## src/rtl/k423_lsu_ctrl.sv

```systemverilog
// LSU sequencing controller: holds one decoded memory op through a valid/ready
// request, returns lane-aligned load data, flags misalignment and honours flush.
`ifndef LS_SIZE_W
`define LS_SIZE_W 2
`endif
`ifndef LS_SIZE_BYTE
`define LS_SIZE_BYTE 2'd0
`endif
`ifndef LS_SIZE_HALF
`define LS_SIZE_HALF 2'd1
`endif
`ifndef LS_SIZE_WORD
`define LS_SIZE_WORD 2'd2
`endif

module k423_lsu_ctrl #(
    parameter int ADDR_W = 32,
    parameter int XLEN   = 32
) (
    input  logic                  clk_i,
    input  logic                  rst_n_i,
    input  logic                  lsu_req_vld_i,
    input  logic                  lsu_req_load_i,
    input  logic                  lsu_req_unsigned_i,
    input  logic [`LS_SIZE_W-1:0] lsu_req_size_i,
    input  logic [ADDR_W-1:0]     lsu_req_addr_i,
    input  logic [XLEN-1:0]       lsu_req_wdata_i,
    input  logic                  flush_i,
    output logic                  lsu_stall_o,
    output logic                  lsu_done_o,
    output logic [XLEN-1:0]       lsu_rdata_o,
    output logic                  lsu_misalign_o,
    output logic                  mem_req_vld_o,
    output logic [3:0]            mem_req_wen_o,
    output logic [ADDR_W-1:0]     mem_req_addr_o,
    output logic [XLEN-1:0]       mem_req_wdata_o,
    input  logic                  mem_req_rdy_i,
    input  logic                  mem_rsp_vld_i,
    input  logic [XLEN-1:0]       mem_rsp_rdata_i
);

    typedef enum logic [1:0] {S_IDLE, S_REQ, S_RESP, S_DONE} state_t;

    state_t                state_q, state_d;
    logic                  load_q, load_d;
    logic                  uns_q, uns_d;
    logic                  kill_q, kill_d;
    logic [`LS_SIZE_W-1:0] size_q, size_d;
    logic [1:0]            off_q, off_d;
    logic [ADDR_W-1:0]     addr_q, addr_d;
    logic [3:0]            wen_q, wen_d;
    logic [XLEN-1:0]       wdata_q, wdata_d;
    logic [XLEN-1:0]       rdata_q, rdata_d;

    logic                  mis_raw;
    logic                  req_ok;
    logic [3:0]            st_wen;
    logic [XLEN-1:0]       st_wdata;
    logic [XLEN-1:0]       rsp_s;
    logic [XLEN-1:0]       ld_res;

    // Request-side decode: alignment check and store lane placement.
    always_comb begin
        mis_raw  = 1'b0;
        st_wen   = 4'b1111;
        st_wdata = lsu_req_wdata_i;
        case (lsu_req_size_i)
            `LS_SIZE_BYTE: begin
                st_wen   = 4'b0001 << lsu_req_addr_i[1:0];
                st_wdata = {(XLEN/8){lsu_req_wdata_i[7:0]}};
            end
            `LS_SIZE_HALF: begin
                mis_raw  = lsu_req_addr_i[0];
                st_wen   = 4'b0011 << lsu_req_addr_i[1:0];
                st_wdata = {(XLEN/16){lsu_req_wdata_i[15:0]}};
            end
            default: mis_raw = |lsu_req_addr_i[1:0];
        endcase
    end

    assign req_ok = lsu_req_vld_i & ~flush_i & ~mis_raw;
    assign rsp_s  = mem_rsp_rdata_i >> {off_q, 3'b000};

    always_comb begin
        case (size_q)
            `LS_SIZE_BYTE: ld_res = {{(XLEN-8){~uns_q & rsp_s[7]}}, rsp_s[7:0]};
            `LS_SIZE_HALF: ld_res = {{(XLEN-16){~uns_q & rsp_s[15]}}, rsp_s[15:0]};
            default:       ld_res = rsp_s;
        endcase
    end

    always_comb begin
        state_d = state_q;
        load_d  = load_q;
        uns_d   = uns_q;
        kill_d  = kill_q;
        size_d  = size_q;
        off_d   = off_q;
        addr_d  = addr_q;
        wen_d   = wen_q;
        wdata_d = wdata_q;
        rdata_d = rdata_q;
        case (state_q)
            S_IDLE: begin
                if (req_ok) begin
                    load_d  = lsu_req_load_i;
                    uns_d   = lsu_req_unsigned_i;
                    size_d  = lsu_req_size_i;
                    off_d   = lsu_req_addr_i[1:0];
                    addr_d  = {lsu_req_addr_i[ADDR_W-1:2], 2'b00};
                    wen_d   = lsu_req_load_i ? 4'b0000 : st_wen;
                    wdata_d = st_wdata;
                    kill_d  = 1'b0;
                    state_d = S_REQ;
                end
            end
            S_REQ: begin
                // A flush coinciding with the handshake cannot recall the request;
                // loads still wait out their response, marked killed.
                if (mem_req_rdy_i) begin
                    if (load_q) begin
                        state_d = S_RESP;
                        kill_d  = flush_i;
                    end else begin
                        state_d = flush_i ? S_IDLE : S_DONE;
                    end
                end else if (flush_i) begin
                    state_d = S_IDLE;
                end
            end
            S_RESP: begin
                if (mem_rsp_vld_i) begin
                    if (!(kill_q | flush_i)) rdata_d = ld_res;
                    state_d = (kill_q | flush_i) ? S_IDLE : S_DONE;
                    kill_d  = 1'b0;
                end else if (flush_i) begin
                    kill_d = 1'b1;
                end
            end
            S_DONE:  state_d = S_IDLE;
            default: state_d = S_IDLE;
        endcase
    end

    always_ff @(posedge clk_i or negedge rst_n_i) begin
        if (!rst_n_i) begin
            state_q <= S_IDLE;
            load_q  <= 1'b0;
            uns_q   <= 1'b0;
            kill_q  <= 1'b0;
            size_q  <= '0;
            off_q   <= '0;
            addr_q  <= '0;
            wen_q   <= '0;
            wdata_q <= '0;
            rdata_q <= '0;
        end else begin
            state_q <= state_d;
            load_q  <= load_d;
            uns_q   <= uns_d;
            kill_q  <= kill_d;
            size_q  <= size_d;
            off_q   <= off_d;
            addr_q  <= addr_d;
            wen_q   <= wen_d;
            wdata_q <= wdata_d;
            rdata_q <= rdata_d;
        end
    end

    assign lsu_stall_o     = ((state_q == S_IDLE) & req_ok) | (state_q == S_REQ) | (state_q == S_RESP);
    assign lsu_misalign_o  = (state_q == S_IDLE) & lsu_req_vld_i & ~flush_i & mis_raw;
    assign lsu_done_o      = (state_q == S_DONE);
    assign lsu_rdata_o     = rdata_q;
    assign mem_req_vld_o   = (state_q == S_REQ);
    assign mem_req_wen_o   = (state_q == S_REQ) ? wen_q : 4'b0000;
    assign mem_req_addr_o  = addr_q;
    assign mem_req_wdata_o = wdata_q;

endmodule

```

## config.mk

```make
export PLATFORM = sky130hd
export DESIGN_NAME = k423_lsu_ctrl
export DESIGN_NICKNAME = d
export VERILOG_FILES = /design/src/rtl/k423_lsu_ctrl.sv
export SDC_FILE = /design/constraint.sdc
export NUM_CORES = 1
export LEC_CHECK = 0
export ABC_AREA = 1
export CORE_MARGIN = 3
export CORE_UTILIZATION = 35
export CTS_BUF_LIST = sky130_fd_sc_hd__clkbuf_4 sky130_fd_sc_hd__clkbuf_8 sky130_fd_sc_hd__clkbuf_16
export CTS_CLUSTER_DIAMETER = 150
export DETAILED_ROUTE_END_ITERATION = 10
export PLACE_DENSITY = 0.66
export REMOVE_ABC_BUFFERS = 1
export SLEW_MARGIN = 20
export SYNTH_ARGS = -nofsm -noshare
export SYNTH_HDL_FRONTEND = slang
export SYNTH_SLANG_ARGS = --single-unit
```

## constraint.sdc

```tcl
create_clock -name clk_i -period 2.7 [get_ports clk_i]
set_input_delay 0.54 -clock clk_i [delete_from_list [all_inputs] [get_ports clk_i]]
set_output_delay 0.54 -clock clk_i [all_outputs]
set_load 0.05 [all_outputs]
```

Word level (Yosys, flattened, before mapping):

Cells that the tools add are included.

* equal/unequal tests: 11
* shift-type cells: 3
* mux-type cells: 20
* bitwise gates (word level): 15
* reduce and logical (&&, ||, !) cells: 9

Operator list (number)
* one-hot mux 32 bit (2 select lines): 2
* right shift 32 x 5 -> 32 bit: 1
* two-way mux 2 bit: 7
* bitwise AND 1 bit: 8
* two-way mux 4 bit: 2
* one-hot mux 2 bit (4 select lines): 1
* one-hot mux 4 bit (2 select lines): 1
* equality test 2 x 1 -> 1 bit (second input constant): 3
* logical NOT 2 bit: 3
* AND reduction 3 bit: 2
* two-way mux 1 bit: 5
* AND reduction 5 bit: 1
* equality test 2 bit (second input constant): 2
* != test 2 x 1 -> 1 bit (second input constant): 2
* != test 2 bit (second input constant): 2
* NOT 1 bit: 4
* left shift 1 x 2 -> 4 bit (first input constant): 1
* left shift 2 x 2 -> 4 bit (first input constant): 1
* != test 3 x 2 -> 1 bit (second input constant): 1
* != test 3 bit (second input constant): 1
* OR 1 bit: 3
* one-hot mux 1 bit (3 select lines): 1
* nonzero test 3 bit: 1
* one-hot mux 1 bit (2 select lines): 1
* other kinds (2): 2

* register bits after elaboration: 107
* input bits: 106
* output and inout port bits: 104
* word-level logic and storage cells: 68

Longest topological paths before layout:

* depth in word-level cells: 7
* mapped depth: 10
* gate-level depth less buffers: 9

Worst setup path before layout:

OpenSTA, ideal clock, no wires.

* kind: input to output
* from: in lsu_req_vld_i
* to: out lsu_misalign_o
* data arrival time: 1.598 ns
* required time: 2.160 ns
* path slack: 0.562 ns
* stages: 4
* buffers on the path: 0
* path through: inv_1 nor2_1 nand2_2 a21oi_1

* cells in the longest elaborated chain, start to end: 3

Ends and longest elaborated chain
* from (decl): line 22 `input logic lsu_req_vld_i,`
* bitwise AND 1 bit (3 in a row): line 172 `assign lsu_misalign_o = (state_q == S_IDLE) & lsu_req_vld_i & ~flush_i & mis_raw;`
* to (decl): line 32 `output logic lsu_misalign_o,`

Every way passes these cells.

Final worst setup path:

* from: reg state_q[1]
* to: out mem_req_wen_o[1]

* cells in the longest elaborated chain, start to end: 2

Ends and longest elaborated chain
* from (decl): line 44 `state_t state_q, state_d;`
* from (signal assigned): line 158 `state_q <= state_d;`
* equality test 2 x 1 -> 1 bit: line 176 `assign mem_req_wen_o = (state_q == S_REQ) ? wen_q : 4'b0000;`
* two-way mux 4 bit: line 176
* to (decl): line 34 `output logic [3:0] mem_req_wen_o,`

Every way passes these cells.

==> results_dict.tcl <==
set metrics [dict create \
    status "finished, final reports clean" \
    fin_nets 1024 \
    critPathArrivalTime_ns 1.91 \
    critical_path.max_fanout 11 \
    cp-end-kind "primary output" \
    start_util_pct 36.1 \
    slew_headroom_pct 32.9 \
    setup_viol 0 \
    post-route-min-period_ns 2.45 \
    synth.top_cell.area_share_pct 48.2 \
    htree_levels 3 \
    clk_latency_ns 0.35 \
    cp.required_ns 2.16 \
    rsz0062_at_grt "no" \
    synthToLayoutAreaGrowth_pct 44.4 \
    hold_path.class "in2async" \
    ctsResizeCount 3 \
    place_hpwl_mm 11.9 \
    synthTopCellsByArea "dfrtp_1, nand2_1, nand3_1" \
    avgSynthCellArea_um2 7.70 \
    cts_tree "yes" \
    final_cell_area_um2 8020 \
    vias 5239 \
    fmax_ghz 0.409 \
    final_common_cell "nand2_1" \
    cts.path.max_buffers 2 \
    grt_max_degree 90 \
    tightestPinTransition_ns 1.01 \
    drcViolationCount 0 \
    drive_gt1_share_pct 7.94 \
    synth_seq_area_share_pct 48.2 \
    root_buffer "clkbuf_16" \
    yosysWarnings 0 \
    p_leak_nw 3.97 \
    vias_per_cell 4.64 \
    slew_violations 0 \
    ys_types 31 \
    p_total_mw 10.2 \
    ir_drop_uv 712 \
    multi_input_area_um2 2380 \
    portBuffers 207 \
    firstDrtPassIters 4 \
    period_share_pct 90.6 \
    grt_pass1_wl_mm 26.8 \
    synthCells 722 \
    startpoint_type "flip-flop" \
    totalWireLength_mm 16.6 \
    finClkSkew_ns 0.00805 \
    ioPinCount 210 \
    n_fill_cell 1511 \
    fp.dieH_um 132 \
    place_area_um2 7750 \
    first_global_vias 5144 \
    ys.flop_type "dfrtp_1" \
    grt_usage_pct 19.0 \
    clk_pin_slew_ns 0.07 \
    clkSinkCount 107 \
    setup-tns-final_ns 0 \
    rows 45 \
    dieWidth_um 132 \
    postCtsSetupBuffers 0 \
    core_um2 15400 \
    hold_buffers 0 \
    die_area_um2 17400 \
    maxCapViolCount 0 \
    fin_cells 1130 \
    final_cell_mix "nand2_1, clkdlybuf4s50_1, dfrtp_1, nand3_1, inv_1" \
    register_area_um2 2680 \
    synth_edf_count 0 \
    async_flop_share_pct 100 \
    drt_iter0_drc 292 \
    synth_seq_cells 107 \
    dp_cells 1114 \
    antenna_cells 0 \
    power.density_nw_per_um2 1270 \
    crit_type "reg2out" \
    hold_violations 0 \
    gp_congestion 0.828 \
    grt_overflow 0 \
    yosys.area.top_type "dfrtp_1" \
    wl_per_cell_um 14.7 \
    antenna_found_initial 0 \
    cts_made_buffers 9 \
    synth_area_um2 5560 \
    ant_nets 0 \
]
[flip-flops by register name, indices dropped and copies added, names as in the netlist, 2 cells and up]
signal and cells:
off_q 2, wen_q 4, size_q 2, mem_req_addr_o 30, lsu_rdata_o 32, mem_req_wdata_o 32
state_q 2
[cell type report]
cell class                 count  area share (%)
sequential                   107            33.4
multi-input combinational    520            29.6
timing repair buffer         221            27.6
clock buffer                  10            2.98
inverter                      55            2.67
tap                          211            3.29
clock inverter                 6           0.499
[cell usage after synthesis (2+ instances only)]
| master | number |
|---|---|
| ha_1 | 4 |
| or2_2 | 2 |
| nor2_1 | 26 |
| buf_2 | 12 |
| nand3_1 | 53 |
| buf_4 | 10 |
| clkbuf_1 | 6 |
| clkbuf_2 | 2 |
| inv_1 | 50 |
| o21ai_2 | 23 |
| o21ai_1 | 4 |
| a31oi_1 | 7 |
| a21oi_1 | 29 |
| nand3_2 | 2 |
| or2_0 | 19 |
| dfrtp_1 | 107 |
| buf_6 | 11 |
| o21ai_0 | 24 |
| nand2_1 | 311 |
| inv_2 | 3 |
| or2_1 | 2 |
| nand2_2 | 4 |
| nor3_1 | 3 |
[worst max-delay path: stages, from the launching register on]
cell,delay [ns]
dfrtp_1,0.41
inv_1,0.10
ha_1,0.37
nand2_1,0.09
inv_1,0.06
dlygate4sd2_1,0.52
[layer usage]
metal | routed length, um | part of all wire [%] | vias up | global-route usage, %
met5 | 0 | 0 | - | 0
met4 | 308 | 1.9 | 0 | 6.48
met3 | 1800 | 11 | 18 | 7.75
met2 | 7360 | 44 | 188 | 29.8
met1 | 7090 | 43 | 2401 | 23.9
li1 | - | - | 2632 | -
[power breakdown]
part	switching [mW]	internal, mW	total (mW)
combinational	4.17	1.98	6.15
clock	0.604	0.651	1.26
sequential	0.441	2.34	2.78
[through the flow]
step / utilization [%] / worst slack, ns / hold WS [ns]
6_report: 52.2 / 0.253 / 0.180
5_1_grt: 52.2 / 0.112 / 0.203
4_1_cts: 52.2 / 0.203 / 0.193
3_5_place_dp: 50.4 / 0.00302 / 0.459
3_3_place_gp: 50.4 / 0.0602 / 0.453
2_1_floorplan: - / 0.119 / 0.244
[cell families after synthesis]
family / after synthesis / synth area share, %
flops: 107 / 48.2
fa+ha+maj: 4 / 0.901
simple gates: 424 / 31.8
buf+inv: 96 / 9.10
compound gates: 90 / 9.95
other cells: 1 / 0.0675
[path summary, 6_finish.rpt]
check / startpoint / to / slack (ns) / cells after the start
worst min register to register: mem_req_wdata_o[17] / mem_req_wdata_o[17] / 0.47 / 2
worst max register to register: state_q[0] / mem_req_wdata_o[24] / 0.53 / 8
worst min-delay path: rst_n_i / lsu_rdata_o[5] / 0.18 / 1
worst max-delay path: state_q[1] / mem_req_wen_o[1] / 0.25 / 5
min in group clk_i: mem_req_wdata_o[17] / mem_req_wdata_o[17] / 0.47 / 2
max in group asynchronous: rst_n_i / wen_q[2] / 1.91 / 2
Power figures use the tool's default switching activity.
